## config.mk

```make
export PLATFORM = sky130hd
export DESIGN_NAME = uart_rx_ctrl
export DESIGN_NICKNAME = d
export VERILOG_FILES = /design/src/rtl/uart_rx_ctrl.sv
export SDC_FILE = /design/constraint.sdc
export NUM_CORES = 1
export LEC_CHECK = 0
export CORE_MARGIN = 4
export CORE_UTILIZATION = 50
export DETAILED_ROUTE_END_ITERATION = 10
export GPL_ROUTABILITY_DRIVEN = 1
export PLACE_DENSITY = 0.76
export SYNTH_ARGS = -nofsm -noshare
export SYNTH_HDL_FRONTEND = slang
export SYNTH_SLANG_ARGS = --single-unit
```

## constraint.sdc

```tcl
create_clock -name clk -period 4.1 [get_ports clk]
set_input_delay 0.41 -clock clk [delete_from_list [all_inputs] [get_ports clk]]
set_output_delay 0.41 -clock clk [all_outputs]
set_load 0.005 [all_outputs]
```

## src/rtl/uart_rx_ctrl.sv

```systemverilog
// Control block for the uart_rx receiver: generates the oversampling tick, applies
// configuration only between frames, and buffers received bytes with RTS flow control.
module uart_rx_ctrl #(
    parameter int unsigned FIFO_DEPTH = 8,
    parameter int unsigned DIV_W      = 16,
    parameter int unsigned LVL_W      = $clog2(FIFO_DEPTH) + 1
) (
    input  logic             clk,
    input  logic             rst,
    input  logic             cfg_wr,
    input  logic [DIV_W-1:0] cfg_div,
    input  logic [1:0]       cfg_data_bit_num,
    input  logic             cfg_stop_bit_num,
    input  logic             cfg_parity_en,
    input  logic             cfg_parity_type,
    input  logic [LVL_W-1:0] cfg_rts_thresh,
    output logic             cfg_busy,
    input  logic             rx,
    input  logic             rx_done,
    input  logic [7:0]       rx_data,
    input  logic             parity_error,
    output logic             tick,
    output logic [1:0]       data_bit_num,
    output logic             stop_bit_num,
    output logic             parity_en,
    output logic             parity_type,
    output logic             rts_n,
    output logic             rd_valid,
    input  logic             rd_ready,
    output logic [7:0]       rd_data,
    output logic             rd_perr,
    output logic [LVL_W-1:0] level,
    output logic             overrun,
    input  logic             overrun_clr
);

    localparam int unsigned AW = $clog2(FIFO_DEPTH);

    typedef enum logic {
        IDLE_CFG,
        PENDING
    } cfg_state_t;

    cfg_state_t       state;
    logic             frame_active;
    logic             apply;

    logic [DIV_W-1:0] sh_div;
    logic [1:0]       sh_data_bit_num;
    logic             sh_stop_bit_num;
    logic             sh_parity_en;
    logic             sh_parity_type;
    logic [LVL_W-1:0] sh_thresh;

    logic [DIV_W-1:0] act_div;
    logic [LVL_W-1:0] act_thresh;

    logic [DIV_W-1:0] tcnt;
    logic [DIV_W-1:0] tcnt_last;

    logic [8:0]       mem [FIFO_DEPTH];
    logic [AW-1:0]    wr_ptr;
    logic [AW-1:0]    rd_ptr;
    logic [8:0]       head;
    logic             fifo_full;
    logic             push;
    logic             pop;
    logic             drop;

    always_comb begin
        apply    = 1'b0;
        cfg_busy = 1'b0;
        if (state == PENDING) begin
            cfg_busy = 1'b1;
            apply    = ~frame_active;
        end
    end

    // The apply copies the shadow as it stood before this edge, so a coincident
    // cfg_wr lands in the shadow and keeps the FSM pending.
    always_ff @(posedge clk) begin
        if (rst) begin
            state           <= IDLE_CFG;
            sh_div          <= '0;
            sh_data_bit_num <= '0;
            sh_stop_bit_num <= 1'b0;
            sh_parity_en    <= 1'b0;
            sh_parity_type  <= 1'b0;
            sh_thresh       <= '0;
            act_div         <= DIV_W'(27);
            data_bit_num    <= 2'b11;
            stop_bit_num    <= 1'b0;
            parity_en       <= 1'b0;
            parity_type     <= 1'b0;
            act_thresh      <= LVL_W'(FIFO_DEPTH - 2);
        end else begin
            if (apply) begin
                act_div      <= sh_div;
                data_bit_num <= sh_data_bit_num;
                stop_bit_num <= sh_stop_bit_num;
                parity_en    <= sh_parity_en;
                parity_type  <= sh_parity_type;
                act_thresh   <= sh_thresh;
            end
            if (cfg_wr) begin
                sh_div          <= cfg_div;
                sh_data_bit_num <= cfg_data_bit_num;
                sh_stop_bit_num <= cfg_stop_bit_num;
                sh_parity_en    <= cfg_parity_en;
                sh_parity_type  <= cfg_parity_type;
                sh_thresh       <= cfg_rts_thresh;
                state           <= PENDING;
            end else if (apply) begin
                state <= IDLE_CFG;
            end
        end
    end

    always_ff @(posedge clk) begin
        if (rst) begin
            frame_active <= 1'b0;
        end else if (rx_done) begin
            frame_active <= 1'b0;
        end else if (!frame_active && !rx) begin
            frame_active <= 1'b1;
        end
    end

    // A divisor of zero maps to a terminal count of zero, i.e. a tick every cycle.
    always_comb begin
        tcnt_last = '0;
        if (act_div != '0) begin
            tcnt_last = act_div - DIV_W'(1);
        end
    end

    always_ff @(posedge clk) begin
        if (rst || apply) begin
            tcnt <= '0;
            tick <= 1'b0;
        end else if (tcnt >= tcnt_last) begin
            tcnt <= '0;
            tick <= 1'b1;
        end else begin
            tcnt <= tcnt + DIV_W'(1);
            tick <= 1'b0;
        end
    end

    always_comb begin
        fifo_full = (level == LVL_W'(FIFO_DEPTH));
        rd_valid  = (level != '0);
        pop       = rd_valid && rd_ready;
        push      = rx_done && (!fifo_full || pop);
        drop      = rx_done && fifo_full && !pop;
        head      = mem[rd_ptr];
        rd_data   = '0;
        rd_perr   = 1'b0;
        if (rd_valid) begin
            rd_data = head[7:0];
            rd_perr = head[8];
        end
        rts_n = (level >= act_thresh);
    end

    always_ff @(posedge clk) begin
        if (push) begin
            mem[wr_ptr] <= {parity_error, rx_data};
        end
    end

    always_ff @(posedge clk) begin
        if (rst) begin
            wr_ptr  <= '0;
            rd_ptr  <= '0;
            level   <= '0;
            overrun <= 1'b0;
        end else begin
            if (push) begin
                wr_ptr <= wr_ptr + AW'(1);
            end
            if (pop) begin
                rd_ptr <= rd_ptr + AW'(1);
            end
            case ({push, pop})
                2'b10:   level <= level + LVL_W'(1);
                2'b01:   level <= level - LVL_W'(1);
                default: level <= level;
            endcase
            if (drop) begin
                overrun <= 1'b1;
            end else if (overrun_clr) begin
                overrun <= 1'b0;
            end
        end
    end

endmodule

```

# Word-level counts from Yosys, hierarchy flattened
# Memories as Yosys holds them, arrays and structs flattened. A register that Yosys moved wholly into a read port is not among the register bits.
# Index checks and enable logic that the tools add are counted.
[op_classes] addsub=6 n_lt_le_gt_ge=2 eq_ne=3 mux=15 bitwise=1 n_reduce_logical=18
[op_table] op="adder 16 x 1 -> 16 bit, second input constant" n=1
[op_table] op=">= comparator 16 bit" n=1
[op_table] op="two-way mux 16 bit" n=1
[op_table] op="nonzero test 16 bit" n=1
[op_table] op="subtractor 16 x 1 -> 16 bit, second input constant" n=1
[op_table] op="two-way mux 1 bit" n=10
[op_table] op="two-way mux 8 bit" n=1
[op_table] op="one-hot mux 4 bit (2 select lines)" n=1
[op_table] op="adder 3 x 1 -> 3 bit, second input constant" n=2
[op_table] op="two-way mux 3 bit" n=2
[op_table] op="nonzero test 2 bit" n=3
[op_table] op="logical AND 1 bit" n=5
[op_table] op="adder 4 x 1 -> 4 bit, second input constant" n=1
[op_table] op="equality test 4 bit, second input constant" n=1
[op_table] op=">= comparator 4 bit" n=1
[op_table] op="zero test 1 bit" n=4
[op_table] op="nonzero test 4 bit" n=1
[op_table] op="OR reduction 2 bit" n=2
[op_table] op="subtractor 4 x 1 -> 4 bit, second input constant" n=1
[op_table] op="equality test 2 x 1 -> 1 bit, second input constant" n=1
[op_table] op="equality test 2 bit, second input constant" n=1
[op_table] op="logical OR 1 bit" n=2
[op_table] op="NOT 1 bit" n=1
[word_totals] regBits=80 ram_bits=72 in_bits=41 out_inout_bits=23 elab_cells=66 memories=1
[memory_table] name="mem" words=8 width=9 rd=1 rd_clocked_by_memory_dff=1 write_ports=1 line_no="61" text="logic [8:0] mem [FIFO_DEPTH];"

# Depth between registers and ports, before layout
# Gate-level depths: netlist of run 1.
[depth] ltp_word=6 depth_mapped=13

# Worst setup path after synthesis of run 1
# Ideal clock, no wire load.
[synth_path] kind="reg2reg" startpoint="register act_div[7]" endpoint="register tcnt[10]" setup_ns=0.078 t_arrival_ns=3.538 required_time_ns=4.022 setup_slack_ns=0.483 stages_incl_launch_ff=11 synth_period_minus_slack_ns=3.617 path_cell_list="dfxtp_1 or4_4 or4_4 or4_4 and2_2 ha_1 nand2b_1 a2111oi_0 o31ai_1 clkbuf_1 nor3_1"
[synth_between] elab_chain_cells=4
[synth_rtl] item="from (decl)" line_no="55" text="logic [DIV_W-1:0] act_div;"
[synth_rtl] item="from (signal assigned)" line_no="98" text="act_div <= sh_div;"
[synth_rtl] item="subtractor 16 x 1 -> 16 bit / nonzero test 16 bit (equally long branches)" line_no="133, 132"
[synth_rtl] item="two-way mux 16 bit (*)" line_no="132" text="if (act_div != '0) begin"
[synth_rtl] item=">= comparator 16 bit (*)" line_no="141" text="end else if (tcnt >= tcnt_last) begin"
[synth_rtl] item="OR reduction 2 bit (no line) (*)"
[synth_rtl] item="to (signal assigned)" line_no="145" text="tcnt <= tcnt + DIV_W'(1);"
[synth_rtl] item="to (decl)" line_no="58" text="logic [DIV_W-1:0] tcnt;"
# Mark *: on every way between the ends. The rest lies on a longest branch, timed or not.
# A chain may end at the register's enable or synchronous reset.

# Worst setup path in the final report of run 1
[layout_path] startpoint="register act_div[7]" endpoint="register tcnt[15]"
# Same word-level chain as after synthesis.

==> out/summary.md, run 1 <==
* **Synth top area share** 32.0%
* **hold crit path type** input port to flop
* **most frequent CP cell** or4_4
* **data arrival time of the worst path** 4.11 ns
* **slowest cell delay on critical path** 0.57 ns
* **die footprint** 0.0154 mm^2
* **leakage power total** 3.02 nW
* **half-perimeter wire length after placement** 8780 um
* **final std cell area, no fill** 0.00813 mm^2
* **critical path class** flop to flop
* **kind of start point of the critical path** flop
* **Clock transition at path regs** 0.06 ns
* **highest attainable clock frequency** 0.264 GHz
* **setup_tns** 0 ns
* **Net count, final** 714
* **post-synthesis async set-or-reset flop share** 0%
* **antenna violations before repair** 0
* **latest clock arrival within the worst-skew pair** 0.42 ns
* **Synth Register Bits** 155
* **count of vias placed by the detailed router** 4,470
* **count of antenna diodes in the layout** 0
* **Worst Max-Slew Pin Slew** 1.03 ns
* **post-synth top area cell** edfxtp_1
* **count of port buffers added during placement** 63
* **final hold vios** 0
* **synthesized instance count** 579
* **count of standard-cell rows** 42
* **TritonCTS clock tree** built
* **Area after DPL** 0.00757 mm^2
* **standard cell core area** 0.0132 mm^2
* **buffer and inverter count on the worst path** 1
* **Antenna Nets Post-Route** 0
* **Worst Setup Slack post-DPL** 0.313 ns
* **met3 GRT Util** 4.81%
* **number of top-level pins** 64
* **vertical die dimension** 124 um
* **crit path max fanout** 16
* **fraction of met1 tracks used by global routing** 23.8%
* **syn avg cell area** 11.7 um^2
* **area growth from synthesis to layout** 20.4%
* **Largest delay share family, worst path** simple AND/OR/NAND/NOR gates
* **number of warnings printed during yosys synthesis** 0
* **floorplan die width** 124 um
* **global placer's final weighted congestion** 0.799
* **worst hold slack** 0.245 ns
* **run status** finished clean
* **cell at the root of the clock tree** clkbuf_16
* **RSZ-0062 raised after global routing** false
* **number of buffers between clock root and the deepest sink** 2
* **element type at the critical path end** flop
* **sequence of cells on the critical path** or4_4 > or4_4 > or4_4 > and2_2 > ha_1 > nand2b_1 > a2111oi_0 > o31ai_1 > buf_4 > a211oi_1
* **DR DRC count** 0
* **global route hottest layer** met2
* **cts hold-fix bufs** 0
* **routed length per placed instance** 15.9 um
* **Starting Density** 51.0%
* **number of enable-type register cells in the synthesized netlist** 72
* **number of filler instances in the final layout** 1,068
* **CTS resizes** 0
* **maximum resistive drop on vdd** 0.383 mV
* **top cells by instance count after synthesis** dfxtp_1, nor2_1, edfxtp_1, nand2_1, mux2i_1
* **top_reg_cell synth** dfxtp_1
* **Final Slew Violations** 0
* **wire length of the first global-routing pass** 22,600 um
* **pwr dens** 510 mW/mm^2
* **Total Wirelength** 13,200 um
* **number of unique standard cell types used by synthesis** 47
* **leading post-synthesis cells by cell area** edfxtp_1, dfxtp_1, mux2i_1, mux4_2, ha_1
* **global router's overall resource usage** 18.0%
* **number of buffers inserted by post-CTS setup repair** 0
* **setup clock skew after layout** 0.00670 ns
* **post-DR vias/cell** 5.37
* **grt met2 use** 28.9%
* **largest net degree at the start of global routing** 64
* **net count after synthesis** 649
* **Synth Cell Area** 0.00676 mm^2
* **Final Worst Setup Slack** 0.319 ns
* **slowest cell on the critical path** or4_4
* **drt initial violations** 285
* **Seq/Total Area, Yosys** 56.6%
* **leftover overflow at the end of global routing** 0
* **fin crit period** 3.78 ns
* **critical path required time** 4.43 ns
* **worst slew margin relative to its limit** 31.2%
* **maxcap violations** 0
* **share of cells above drive strength 1** 11.0%
* **cell with the most instances after synthesis** dfxtp_1
* **vias in the first global route** 4,623
* **final clock period utilization by the worst path** 92.2%
* **setup violation total in the final timing report** 0
* **number of clock buffers inserted by TritonCTS** 17
* **DR pass1 iterations** 4
* **sink count of the clock tree** 155
* **maximum level of the CTS H-tree** 4
## stage by stage
step | power (mW) | cells | utilization [%]
after floorplan | 2.31 | 579 | -
final | 4.15 | 833 | 61.4
after CTS | 4.18 | 833 | 61.4
after global placement | 2.66 | 801 | 57.2
after detailed placement | 2.69 | 801 | 57.2
after global routing | 4.35 | 833 | 61.4
## path summary, 6_finish.rpt
path	from	to	slack (ns)	cells past startpoint
setup / recovery	act_div[7]	tcnt[15]	0.32	10
hold / removal	rst	act_div[0]	0.24	2
setup reg to reg	act_div[7]	tcnt[15]	0.32	10
hold reg to reg	sh_div[9]	act_div[9]	0.45	2
## state kept, by name, indices dropped and copies added, names as in the netlist, 2 cells and up, named ones only
register and count:
tcnt 16, sh_div 16, level 4, act_div 16
data_bit_num 2, sh_data_bit_num 2, act_thresh 4, rd_ptr 3
mem 72, sh_thresh 4, wr_ptr 3
## layout make-up
class,instances,area (um^2),area share [%]
inverters,16,60.1,0.738
multi-input cells,382,2770,34.1
clock buffers,18,429,5.28
well taps,176,220,2.71
flip-flops and latches,155,3820,47.0
repair buffers,72,693,8.52
clock inverters,14,134,1.65
## metal layers
| metal | share of wire, % | vias to the layer above | routed length (um) |
|---|---|---|---|
| met3 | 5.5 | 21 | 725 |
| met4 | 1.5 | 0 | 199 |
| met1 | 46 | 2136 | 6070 |
| li1 | - | 2216 | - |
| met2 | 47 | 97 | 6250 |
| met5 | 0 | - | 0 |
## layout by cell type, fill, tap and decap left out, drive strengths merged, types with 8 or more instances in the layout
master | Yosys | layout
buf | 4 | 10
inv | 16 | 22
nor3 | 24 | 24
a21oi | 24 | 24
mux4 | 18 | 18
clkdlybuf4s50 | 0 | 62
nand2 | 60 | 60
clkbuf | 22 | 18
dfxtp | 83 | 83
nor4 | 8 | 8
nor2 | 74 | 74
ha | 28 | 28
xnor2 | 13 | 13
edfxtp | 72 | 72
xor2 | 12 | 12
mux2i | 41 | 41
## cell families (layout without fill, tap and decap cells)
logic type	after synthesis	after routing	synth area share (%)
buf+inv	42	120	2.46
mux	60	60	12.2
xor+xnor	25	25	3.24
simple gates	213	213	14.7
fa+ha+maj	29	29	5.48
compound gates	55	55	5.30
flops	155	155	56.6
## where the power goes
group	total, mW	switching (mW)	internal [mW]
Sequential	1.77	0.0721	1.70
Clock	1.50	0.648	0.847
Combinational	0.878	0.394	0.484
Note: power is estimated with default switching activity, not from simulation.
==> run 2, diff against run 1 <==
--- a/config.mk
+++ b/config.mk
@@ -10,6 +10,8 @@
 export DETAILED_ROUTE_END_ITERATION = 10
 export GPL_ROUTABILITY_DRIVEN = 1
 export PLACE_DENSITY = 0.76
+export SKIP_CTS_REPAIR_TIMING = 1
 export SYNTH_ARGS = -nofsm -noshare
 export SYNTH_HDL_FRONTEND = slang
 export SYNTH_SLANG_ARGS = --single-unit
+export TNS_END_PERCENT = 30
==> results of run 2 <==
The final DEF is identical to that of run 1; final timing and power are the same.
